## src/rtl/bch_pkg.sv

```systemverilog
// Shared constants, GF(2^M) types and arithmetic helpers for the BCH(N,K) t=2 decoder.
package bch_pkg;

    localparam int N    = 15;
    localparam int K    = 7;
    localparam int M    = 4;
    localparam int DROP = 0;
    localparam int W    = N - DROP;
    localparam int V    = K - DROP;
    localparam int Q    = (1 << M) - 1;

    localparam logic [M:0]   PRIM_POLY = 5'b10011;
    localparam logic [N-K:0] GEN_POLY  = 9'b111010001;

    typedef logic [M-1:0] gf_t;

    typedef enum logic [2:0] {IDLE, SYND, SOLVE, CHIEN, DONE} dec_state_t;

    // Shift/xor multiply, reducing by the primitive polynomial at each shift.
    function automatic gf_t gf_mul(input gf_t a, input gf_t b);
        gf_t acc;
        gf_t x;
        acc = '0;
        x   = a;
        for (int i = 0; i < M; i++) begin
            if (b[i]) acc = acc ^ x;
            x = x[M-1] ? ((x << 1) ^ PRIM_POLY[M-1:0]) : (x << 1);
        end
        return acc;
    endfunction

    // alpha^e, exponent taken modulo the multiplicative group order.
    function automatic gf_t gf_pow(input int e);
        gf_t r;
        r = gf_t'(1);
        for (int i = 0; i < Q; i++) begin
            if (i < (e % Q)) r = gf_mul(r, gf_t'(2));
        end
        return r;
    endfunction

    localparam gf_t ALPHA1 = gf_pow(1);
    localparam gf_t ALPHA2 = gf_pow(2);
    localparam gf_t ALPHA3 = gf_pow(3);

    // Chien starts at position W-1, i.e. evaluates sigma at alpha^-(W-1).
    localparam gf_t CHIEN_INIT1 = gf_pow((Q - ((W - 1) % Q)) % Q);
    localparam gf_t CHIEN_INIT2 = gf_pow((Q - ((2 * (W - 1)) % Q)) % Q);

    // Multiplicative inverses in GF(16) with x^4+x+1; entry 0 is a don't-care.
    localparam gf_t GF_INV [0:(1 << M) - 1] = '{
        4'h0, 4'h1, 4'h9, 4'hE, 4'hD, 4'hB, 4'h7, 4'h6,
        4'hF, 4'h2, 4'hC, 4'h5, 4'hA, 4'h4, 4'h3, 4'h8
    };

endpackage

```

## src/rtl/bch_chien_search.sv

```systemverilog
// Chien search engine: steps sigma(alpha^-p) from p=W-1 down to 0 and counts roots.
module bch_chien_search
    import bch_pkg::*;
(
    input  logic       clk,
    input  logic       reset,
    input  logic       load,
    input  logic       step,
    input  gf_t        sig1,
    input  gf_t        sig2,
    output logic       hit,
    output logic [1:0] root_count
);

    gf_t t1;
    gf_t t2;

    assign hit = ((gf_t'(1) ^ t1 ^ t2) == '0);

    // Term registers: preload at the first position, then advance one position per step.
    always_ff @(posedge clk or posedge reset) begin
        if (reset) begin
            t1         <= '0;
            t2         <= '0;
            root_count <= '0;
        end else if (load) begin
            t1         <= gf_mul(sig1, CHIEN_INIT1);
            t2         <= gf_mul(sig2, CHIEN_INIT2);
            root_count <= '0;
        end else if (step) begin
            t1         <= gf_mul(t1, ALPHA1);
            t2         <= gf_mul(t2, ALPHA2);
            root_count <= root_count + {1'b0, hit};
        end
    end

endmodule

```

## src/rtl/serial_bch_decoder.sv

```systemverilog
// Serial t=2 BCH decoder: bit-serial syndromes, single-cycle locator solve,
// Chien search with in-place correction of the working register.
// Optional build macro BCH_DEC_EARLY_EXIT_EN: zero-syndrome words skip the
// Chien search and report straight from SOLVE.
module serial_bch_decoder
    import bch_pkg::*;
(
    input  logic         clk,
    input  logic         reset,
    input  logic         en,
    input  logic         kick_off,
    input  logic [W-1:0] codeword_in,
    output logic [V-1:0] data_out,
    output logic         busy,
    output logic         output_valid,
    output logic [1:0]   err_count,
    output logic         uncorrectable
);

    localparam int CW = $clog2(W);
    localparam logic [CW-1:0] CNT_TOP = CW'(W - 1);

    dec_state_t    state;
    dec_state_t    state_next;
    logic [W-1:0]  work;
    logic [V-1:0]  raw_msg;
    logic [CW-1:0] cnt;
    gf_t           s1;
    gf_t           s3;
    gf_t           s1_cube;
    gf_t           sig1;
    gf_t           sig2;
    logic [1:0]    deg_c;
    logic [1:0]    deg_r;
    logic          unc_c;
    logic          unc_r;
    logic          early_exit;
    logic          hit;
    logic [1:0]    root_count;
    logic [1:0]    final_count;
    logic [W-1:0]  flip_mask;
    logic [W-1:0]  work_flip;
    logic          bad_word;
    logic          chien_load;
    logic          chien_step;

`ifdef BCH_DEC_EARLY_EXIT_EN
    assign early_exit = (s1 == '0) && (s3 == '0);
`else
    assign early_exit = 1'b0;
`endif

    assign s1_cube     = gf_mul(gf_mul(s1, s1), s1);
    assign flip_mask   = {{(W-1){1'b0}}, hit} << cnt;
    assign work_flip   = work ^ flip_mask;
    assign final_count = root_count + {1'b0, hit};
    assign bad_word    = unc_r || (final_count != deg_r);
    assign chien_load  = en && (state == SOLVE) && !kick_off;
    assign chien_step  = en && (state == CHIEN) && !kick_off;

    // State register.
    always_ff @(posedge clk or posedge reset) begin
        if (reset) state <= IDLE;
        else if (en) state <= state_next;
    end

    // Next-state: kick_off restarts from any state, otherwise walk the decode phases.
    always_comb begin
        state_next = state;
        if (kick_off) begin
            state_next = SYND;
        end else begin
            case (state)
                SYND:    if (cnt == '0) state_next = SOLVE;
                SOLVE:   state_next = early_exit ? DONE : CHIEN;
                CHIEN:   if (cnt == '0) state_next = DONE;
                DONE:    state_next = IDLE;
                default: state_next = IDLE;
            endcase
        end
    end

    // Status outputs decoded from state.
    always_comb begin
        busy         = 1'b0;
        output_valid = 1'b0;
        case (state)
            SYND, SOLVE, CHIEN: busy = 1'b1;
            DONE:               output_valid = 1'b1;
            default:            ;
        endcase
    end

    // Direct t=2 solve of sigma(x) = 1 + sig1*x + sig2*x^2 from S1/S3.
    always_comb begin
        sig1  = '0;
        sig2  = '0;
        deg_c = 2'd0;
        unc_c = 1'b0;
        if (s1 == '0) begin
            unc_c = (s3 != '0);
        end else begin
            sig1 = s1;
            if (s3 != s1_cube) begin
                sig2  = gf_mul(s3 ^ s1_cube, GF_INV[s1]);
                deg_c = 2'd2;
            end else begin
                deg_c = 2'd1;
            end
        end
    end

    // Datapath: capture, syndromes, solve results, in-place correction and result latch.
    always_ff @(posedge clk or posedge reset) begin
        if (reset) begin
            work          <= '0;
            raw_msg       <= '0;
            cnt           <= '0;
            s1            <= '0;
            s3            <= '0;
            deg_r         <= '0;
            unc_r         <= 1'b0;
            data_out      <= '0;
            err_count     <= '0;
            uncorrectable <= 1'b0;
        end else if (en) begin
            if (kick_off) begin
                work          <= codeword_in;
                raw_msg       <= codeword_in[W-1 -: V];
                cnt           <= CNT_TOP;
                s1            <= '0;
                s3            <= '0;
                err_count     <= '0;
                uncorrectable <= 1'b0;
            end else begin
                case (state)
                    SYND: begin
                        s1 <= gf_mul(s1, ALPHA1) ^ {{(M-1){1'b0}}, work[cnt]};
                        s3 <= gf_mul(s3, ALPHA3) ^ {{(M-1){1'b0}}, work[cnt]};
                        if (cnt != '0) cnt <= cnt - CW'(1);
                    end
                    SOLVE: begin
                        cnt   <= CNT_TOP;
                        deg_r <= deg_c;
                        unc_r <= unc_c;
                        if (early_exit) begin
                            data_out      <= work[W-1 -: V];
                            err_count     <= '0;
                            uncorrectable <= 1'b0;
                        end
                    end
                    CHIEN: begin
                        work <= work_flip;
                        if (cnt != '0) begin
                            cnt <= cnt - CW'(1);
                        end else if (bad_word) begin
                            data_out      <= raw_msg;
                            err_count     <= '0;
                            uncorrectable <= 1'b1;
                        end else begin
                            data_out      <= work_flip[W-1 -: V];
                            err_count     <= final_count;
                            uncorrectable <= 1'b0;
                        end
                    end
                    default: ;
                endcase
            end
        end
    end

    bch_chien_search u_chien (
        .clk        (clk),
        .reset      (reset),
        .load       (chien_load),
        .step       (chien_step),
        .sig1       (sig1),
        .sig2       (sig2),
        .hit        (hit),
        .root_count (root_count)
    );

endmodule

```

## config.mk

```make
export PLATFORM = sky130hd
export DESIGN_NAME = serial_bch_decoder
export DESIGN_NICKNAME = d
export VERILOG_FILES = /design/src/rtl/bch_pkg.sv /design/src/rtl/bch_chien_search.sv /design/src/rtl/serial_bch_decoder.sv
export SDC_FILE = /design/constraint.sdc
export NUM_CORES = 1
export LEC_CHECK = 0
export ABC_CLOCK_PERIOD_IN_PS = 5500
export CAP_MARGIN = 20
export CORE_MARGIN = 3
export CORE_UTILIZATION = 33
export DETAILED_ROUTE_END_ITERATION = 10
export PLACE_DENSITY = 0.48
export SLEW_MARGIN = 20
export SYNTH_ARGS = -nofsm -noshare
export SYNTH_HDL_FRONTEND = slang
export SYNTH_HIERARCHICAL = 1
export SYNTH_SLANG_ARGS = --single-unit
```

## constraint.sdc

```tcl
create_clock -name clk -period 5.5 [get_ports clk]
set_input_delay 0.55 -clock clk [delete_from_list [all_inputs] [get_ports clk]]
set_output_delay 0.55 -clock clk [all_outputs]
set_load 0.02 [all_outputs]
```

Word level (Yosys, flattened, before mapping)
Memories as Yosys holds them, arrays and structs flattened.
Index checks and enable logic that the tools add are counted.
- output and inout port bits: 12
- memories: 1
- register bits: 60
- bits in read-only memories: 64
- input bits: 19
- logic and storage cells: 173
- reductions and logical operators: 25
- eq/ne operators: 10
- muxes and demuxes: 82
- $add $sub $neg: 2
- bitwise gates (word level): 36
- shift operators: 1
- order comparisons: 2
- memories (name ; depth ; bits a word ; read ports ; clocked after memory_dff ; write ports ; line ; source):
    (name not given) ; 16 ; 4 ; 1 ; 0 ; 0 ; serial_bch_decoder.sv:105 ; sig2 = gf_mul(s3 ^ s1_cube, GF_INV[s1]);
- operators with widths (kind ; count):
    two-way mux 4 bit ; 39
    two-way mux 2 bit ; 26
    bitwise XOR 4 bit ; 11
    inverter 2 bit ; 18
    two-way mux 15 bit ; 2
    left shift 1 x 4 -> 15 bit ; 1
    bitwise XOR 15 bit ; 1
    logical NOT 4 bit ; 3
    AND reduction 3 bit ; 4
    two-way mux 3 bit ; 3
    one-hot mux 3 bit (3 select lines) ; 1
    two-way mux 1 bit ; 8
    one-hot mux 4 bit (2 select lines) ; 1
    nonzero test 4 bit ; 2
    bitwise XOR 4 x 1 -> 4 bit ; 2
    two-way mux 7 bit ; 1
    equality test 3 x 2 -> 1 bit (second input constant) ; 2
    AND reduction 2 bit ; 3
    nonzero test 2 bit ; 3
    greater-or-equal comparator 5 bit (second input constant) ; 1
    less-than comparator 4 x 5 -> 1 bit (second input constant) ; 1
    inverter 4 -> 5 bit ; 1
    binary-select mux 1 bit (select 4 bit) ; 1
    logical AND 1 bit ; 4
    17 further kinds ; 19

Longest topological paths before layout
- depth in word-level cells: 37
- depth in mapped cells: 20
- depth with buffers taken out: 16

By module
The synthesis kept the hierarchy.
- by module, submodules not included (module ; area each (um^2) ; cells an instance ; times used ; seq. area each (um^2)):
    serial_bch_decoder ; 4144.0 ; 494 ; 1 ; 1251.2
    bch_chien_search ; 564.3 ; 55 ; 1 ; 250.2

Worst setup path after synthesis
No wires, ideal clock.
- path type: register to register
- from: register s1[3]
- to: register u_chien.t2[1]
- data required time: 5.377 ns
- library setup time: 0.123 ns
- period minus slack after synthesis: 4.147 ns
- setup slack: 1.353 ns
- buffers on the path: 4
- arrival: 4.025 ns
- stages on the path, launching flop included: 21
- cell sequence: dfrtp_1 buf_2 inv_1 clkbuf_1 ha_1 buf_4 a21boi_2 o211a_1 buf_2 o31ai_1 a311oi_1 nor3_1 nand2b_1 ha_1 nor2b_1 xnor2_1 xnor2_1 mux2_2 xor2_1 nand2_1 o21ai_1
- elaborated cells on any way between the ends: 53
- classes of those cells: eq/ne: 1; mux: 32; bitwise: 18; reduce/logical: 1; memory: 1
- RTL lines (item ; line ; source):
    start, declared ; serial_bch_decoder.sv:28 ; gf_t s1;
    start signal, assigned ; serial_bch_decoder.sv:138 ; s1 <= gf_mul(s1, ALPHA1) ^ {{(M-1){1'b0}}, work[cnt]};
    two-way mux 2 bit ; bch_pkg.sv:27 ; x = x[M-1] ? ((x << 1) ^ PRIM_POLY[M-1:0]) : (x << 1);
    bitwise XOR 4 bit or inverter 2 bit (tied branches) ; - ;
    two-way mux 4 bit or two-way mux 2 bit (tied branches) ; - ;
    bitwise XOR 4 bit ; bch_pkg.sv:26 ; if (b[i]) acc = acc ^ x;
    two-way mux 4 bit ; bch_pkg.sv:26 ;
    bitwise XOR 4 bit ; bch_pkg.sv:26 ;
    two-way mux 4 bit ; bch_pkg.sv:26 ;
    bitwise XOR 4 bit or inverter 2 bit (tied branches) ; - ;
    [16 not listed] ; - ;
    two-way mux 4 bit ; serial_bch_decoder.sv:100 ; if (s1 == '0) begin
    bitwise XOR 4 bit ; bch_pkg.sv:26 ;
    two-way mux 4 bit ; bch_pkg.sv:26 ;
    two-way mux 4 bit ; serial_bch_decoder.sv:104 ; if (s3 != s1_cube) begin
    two-way mux 4 bit (*) ; serial_bch_decoder.sv:100 ;
    via sig2[2] ; serial_bch_decoder.sv:32 ; gf_t sig2;
    two-way mux 2 bit (*) ; bch_pkg.sv:27 ;
    two-way mux 4 bit (*) ; bch_chien_search.sv:26 ; end else if (load) begin
    end signal, assigned ; bch_chien_search.sv:28 ; t2 <= gf_mul(sig2, CHIEN_INIT2);
    end signal, assigned ; bch_chien_search.sv:32 ; t2 <= gf_mul(t2, ALPHA2);
    end, declared ; bch_chien_search.sv:16 ; gf_t t2;
Mark *: on every way through the listed nets, which the timed path passes. The rest lies on a longest branch. The select of a mux whose other input is x is not followed.
A chain may end at the register's enable or synchronous reset.

Worst setup path in the final report
Same ends and word-level chain as after synthesis.

==> flow_results.org <==
** Global route
- The first global-routing pass estimated about 20 mm of wire.
- The total overflow left after global routing is 0.
- Entering global routing, the biggest net connects 51 pins.
- Number of antenna violations at the first check in global routing :: 0
- The number of global-route vias before repair is 3,920.
- GR Util All Layers :: 15.2%

** Synth
- Number of synthesis warnings :: 6
- Leading post-synthesis cells by cell area :: sky130_fd_sc_hd__dfrtp_1, sky130_fd_sc_hd__xnor2_1, sky130_fd_sc_hd__nor2_1
- Proportion of synthesized chip area in sequential cells :: 31.9%
- Mapped Nets :: 581
- Post-synth EDFFs :: 0
- Share of flip-flops with an asynchronous set or reset :: 100%
- Post-synthesis cell type with the largest combined area :: sky130_fd_sc_hd__dfrtp_1
- The average instance in the mapped netlist occupies 8.58 sq um.
- Commonest register cell after synthesis :: sky130_fd_sc_hd__dfrtp_1
- Yosys top cell area share :: 31.9%
- After synthesis the netlist holds a flip-flop and latch count of 60.
- In this run the cell area of the synthesized design comes to between 4000 and 5000 sq um.
- Count of cell types in the netlist :: 70
- Synthesized instance count :: 549

** Critical path
- R2R Path End :: u_chien/t2[1]
- The slowest stage of the critical path is the sky130_fd_sc_hd__ha_1 cell.
- The critical path goes through ha_1 -> xor2_2 -> a211oi_4 -> o31ai_1 -> a311oi_1 -> nor3_1 -> nand2b_1 -> ha_1 -> nor2b_1 -> xnor2_1 -> xnor2_1 -> mux2_2 -> xor2_1 -> nand2_1 -> o21ai_1.
- For the worst flop-to-flop path, the logic depth is 15.
- By startpoint and endpoint, the worst setup path is classified as reg -> reg.
- Together, buffers and inverters on the worst path number 0.
- Grouping stages by cell kind, the critical path spends the most delay in adder cells.
- STA puts the critical path data required time at around 5.7 ns.
- Startpoint Class :: flip-flop
- In this run the critical register-to-register path is launched from s1[3].
- The worst setup path is captured at a flip-flop.
- Data on the critical path arrives at its endpoint at 4.59 ns.
- Peak fanout along the critical path :: 21
- The setup check on the worst reg-to-reg path leaves a slack of 1.10 ns.
- Largest stage delay, worst path :: slightly above 0.8 ns

** Timing
- Fmax :: 227 MHz
- Setup violations remaining at the end of the flow were counted as 0.
- In this run the tightest slew margin relative to its limit is between 30% and 40%.
- Hold Fails Final Rpt :: 0
- Of the available clock period, the critical path in the final layout requires 80.0%.
- Across all setup checks in the final design, the least slack found is 1.10 ns.
- Unrepaired setup endpoints after global routing :: false
- The clock arrives with 0.0123 ns of skew.
- Count of pins over their slew limit :: 0
- The worst path in the final design needs a cycle of roughly 4.4 ns, including I/O delays and setup.
- At the pin with the least slew margin, the transition time is 0.947 ns.
- Setup total negative slack on the finished layout was measured at 0 ns.

** Pwr
- Sequential cells account for 31.9% of the total power.
- Highest ir drop seen on vdd :: 177 uV
- In this run switching power makes up a little over a third of total power.
- Dividing total power by cell area gives a power density of 320 nW/um^2.
- Static power due to leakage :: 2.27 nW
- In this run, the combinational gates consume 35.3% of the power.
- The internal portion of the total power is 1.12 mW.
- The clock network burns 32.8% of the power.
- NetSw :: approximately 610 uW

** Finish
- The repair_antennas step left the layout with diodes totalling 0.
- For this run, the share of the core covered by cells in the final layout is 38.9%.
- Fill cells in the final layout number 1,431.
- Proportion of layout cells with a drive suffix above 1 :: 10.1%
- From synthesis to final layout, the design area changed by 15.0%.
- Final Cell Area :: 5420 sq um
- Final net count :: 589

** Floorplan
- The die covers approximately 16,000 sq um.
- The total area inside the core boundary comes to 13,900 sq um.
- Measured along the x axis, the die boundary spans 125 microns.
- For this configuration, the core starts out at a cell density of between 30% and 40%.
- Row cnt :: 43
- In this run the vertical extent of the chip is 125 microns.
- Count of pins on the block boundary :: 31

** Drt
- In the routed layout, each cell is associated on average with a via count of 5.26.
- Summed over all layers, the routed wires come to 11.6 mm.
- Dividing the detail-routed wire length by the instance count gives 15.6 microns.
- Number of DRC markers after the initial detailed-route iteration :: about 200
- Antenna violation net count after detailed routing :: 0
- DRC violation count after routing :: 0
- Number of detailed-route iterations in the first pass :: 5
- Via count of the routed design :: 3,903

** Clock tree
- Clock tree from TritonCTS :: done
- The clock drives 60 sinks.
- At the later pin of the worst-skew pair, clock insertion delay measures 0.33 ns.
- CTS H-tree depth :: 3
- The cell sitting at the root of the clock tree is a sky130_fd_sc_hd__clkbuf_16.
- Maximum count of clock buffers along a single path :: 2
- Post-CTS repair timing setup buffer count :: 0
- Total clock buffers created by CTS :: 9
- Hold Buf Count CTS :: 0
- Number of cells upsized or downsized after cts :: 0
- Clock slew at reported path FFs :: ~0.060 ns

** Worst hold path
- Min-delay worst type :: reg -> reg
- Worst hold start :: raw_msg[3]
- The path with the worst hold slack has its endpoint at raw_msg[3].
- The worst hold path was traced through 2 stages.

** Placement
- The HPWL after detailed placement is 8.23 mm.
- Routability-driven placement finished with a final weighted congestion of 0.821.
- In this run the cell area measured after placement is 5110 sq um.
- At the placement stage, the worst setup path has a slack of 1.12 ns.
- Number of port buffers :: 30

** Flow run
- Max-cap violations :: 0

** Status
- The flow ran to the end, and the final reports show no timing, DRC or antenna violations.
cell type report:
type / instances / area, sq um / area share, %
multi-input cells: 432 / 2970 / 54.8
flip-flops and latches: 60 / 1500 / 27.7
repair buffers: 38 / 360 / 6.65
clock buffers: 9 / 225 / 4.16
well taps: 180 / 225 / 4.16
clock inverters: 7 / 75.1 / 1.39
inverters: 16 / 60.1 / 1.11
power by group through the flow:
stage / Combinational (mW) / Clock [mW] / Sequential [mW]
2_1_floorplan: 0.516 / 0 / 0.525
3_3_place_gp: 0.608 / 0 / 0.561
3_5_place_dp: 0.611 / 0 / 0.560
4_1_cts: 0.613 / 0.585 / 0.553
5_1_grt: 0.683 / 0.608 / 0.564
6_report: 0.611 / 0.568 / 0.553
routing by layer:
layer,up-vias,part of all wire [%],GRT usage [%]
li1,1949,-,-
met1,1895,48,20.5
met2,50,48,25.3
met3,9,2.8,2.99
met4,0,0.80,3.51
met5,-,0,0
stage by stage:
step	power (mW)	hold WS [ns]	cells
finish	1.73	0.473	742
detailed placement	1.17	0.466	726
global route	1.85	0.499	742
CTS	1.75	0.481	742
global placement	1.17	0.458	726
floorplan	1.04	0.390	549
worst max path at each step:
stage,cells after the start,slack (ns),endpoint,from
2_1_floorplan,20,1.35,u_chien/t2[1],s1[3]
3_3_place_gp,15,1.18,u_chien/t2[1],s1[3]
3_5_place_dp,15,1.12,u_chien/t2[1],s1[3]
4_1_cts,15,1.11,u_chien/t2[1],s1[3]
5_1_grt,15,0.66,u_chien/t2[1],s1[3]
6_report,15,1.10,u_chien/t2[1],s1[3]
kinds of logic (layout without fill, tap and decap cells):
| logic type | count (synthesis) | count (layout) | share of synthesized area (%) |
|---|---|---|---|
| compound gates | 140 | 140 | 19.5 |
| xor+xnor | 61 | 61 | 14.1 |
| fa+ha+maj | 13 | 13 | 3.45 |
| buf+inv | 57 | 70 | 5.31 |
| flops | 60 | 60 | 31.9 |
| mux | 28 | 28 | 7.31 |
| simple gates | 190 | 190 | 18.4 |
placed cells by master, fill, tap and decap left out, types with 7 or more instances in the layout:
master	synthesis	routed
sky130_fd_sc_hd__dfrtp_1	60	60
sky130_fd_sc_hd__nor2_1	66	66
sky130_fd_sc_hd__mux2i_1	16	16
sky130_fd_sc_hd__clkbuf_16	0	9
sky130_fd_sc_hd__buf_4	5	8
sky130_fd_sc_hd__a21oi_1	31	31
sky130_fd_sc_hd__a22o_1	7	7
sky130_fd_sc_hd__xnor2_1	30	30
sky130_fd_sc_hd__o21ai_0	47	46
sky130_fd_sc_hd__inv_1	16	15
sky130_fd_sc_hd__clkdlybuf4s50_1	0	30
sky130_fd_sc_hd__nor3_1	22	22
sky130_fd_sc_hd__nor4_1	7	7
sky130_fd_sc_hd__nand3_1	11	11
sky130_fd_sc_hd__xor2_1	21	21
sky130_fd_sc_hd__ha_1	13	13
sky130_fd_sc_hd__nand2_1	58	58
sky130_fd_sc_hd__mux2_2	7	7
sequential cells by signal, summed over array words and instances, names as in the netlist:
| register | cells |
|---|---|
| data_out | 7 |
| raw_msg | 7 |
| u_chien/root_count | 2 |
| uncorrectable | 1 |
| unc_r | 1 |
| cnt | 4 |
| work | 15 |
| u_chien/t2 | 4 |
| state | 3 |
| err_count | 2 |
| deg_r | 2 |
| s1 | 4 |
| s3 | 4 |
| u_chien/t1 | 4 |
synthesized netlist by cell type, drive strengths merged (4+ instances only):
| cell type | count |
|---|---|
| a211o | 5 |
| a211oi | 6 |
| a21bo | 5 |
| a21oi | 31 |
| a22o | 7 |
| and3 | 4 |
| buf | 17 |
| clkbuf | 24 |
| dfrtp | 60 |
| ha | 13 |
| inv | 16 |
| mux2 | 8 |
| mux2i | 16 |
| mux4 | 4 |
| nand2 | 58 |
| nand2b | 4 |
| nand3 | 11 |
| nor2 | 67 |
| nor3 | 22 |
| nor4 | 8 |
| o21ai | 51 |
| xnor2 | 31 |
| xnor3 | 6 |
| xor2 | 22 |
worst min-delay path, cell delays in order, from the launching register on:
cell,delay [ns]
sky130_fd_sc_hd__dfrtp_1,0.34
sky130_fd_sc_hd__nand2_1,0.05
sky130_fd_sc_hd__nand2_1,0.06
Power figures use the tool's default switching activity.
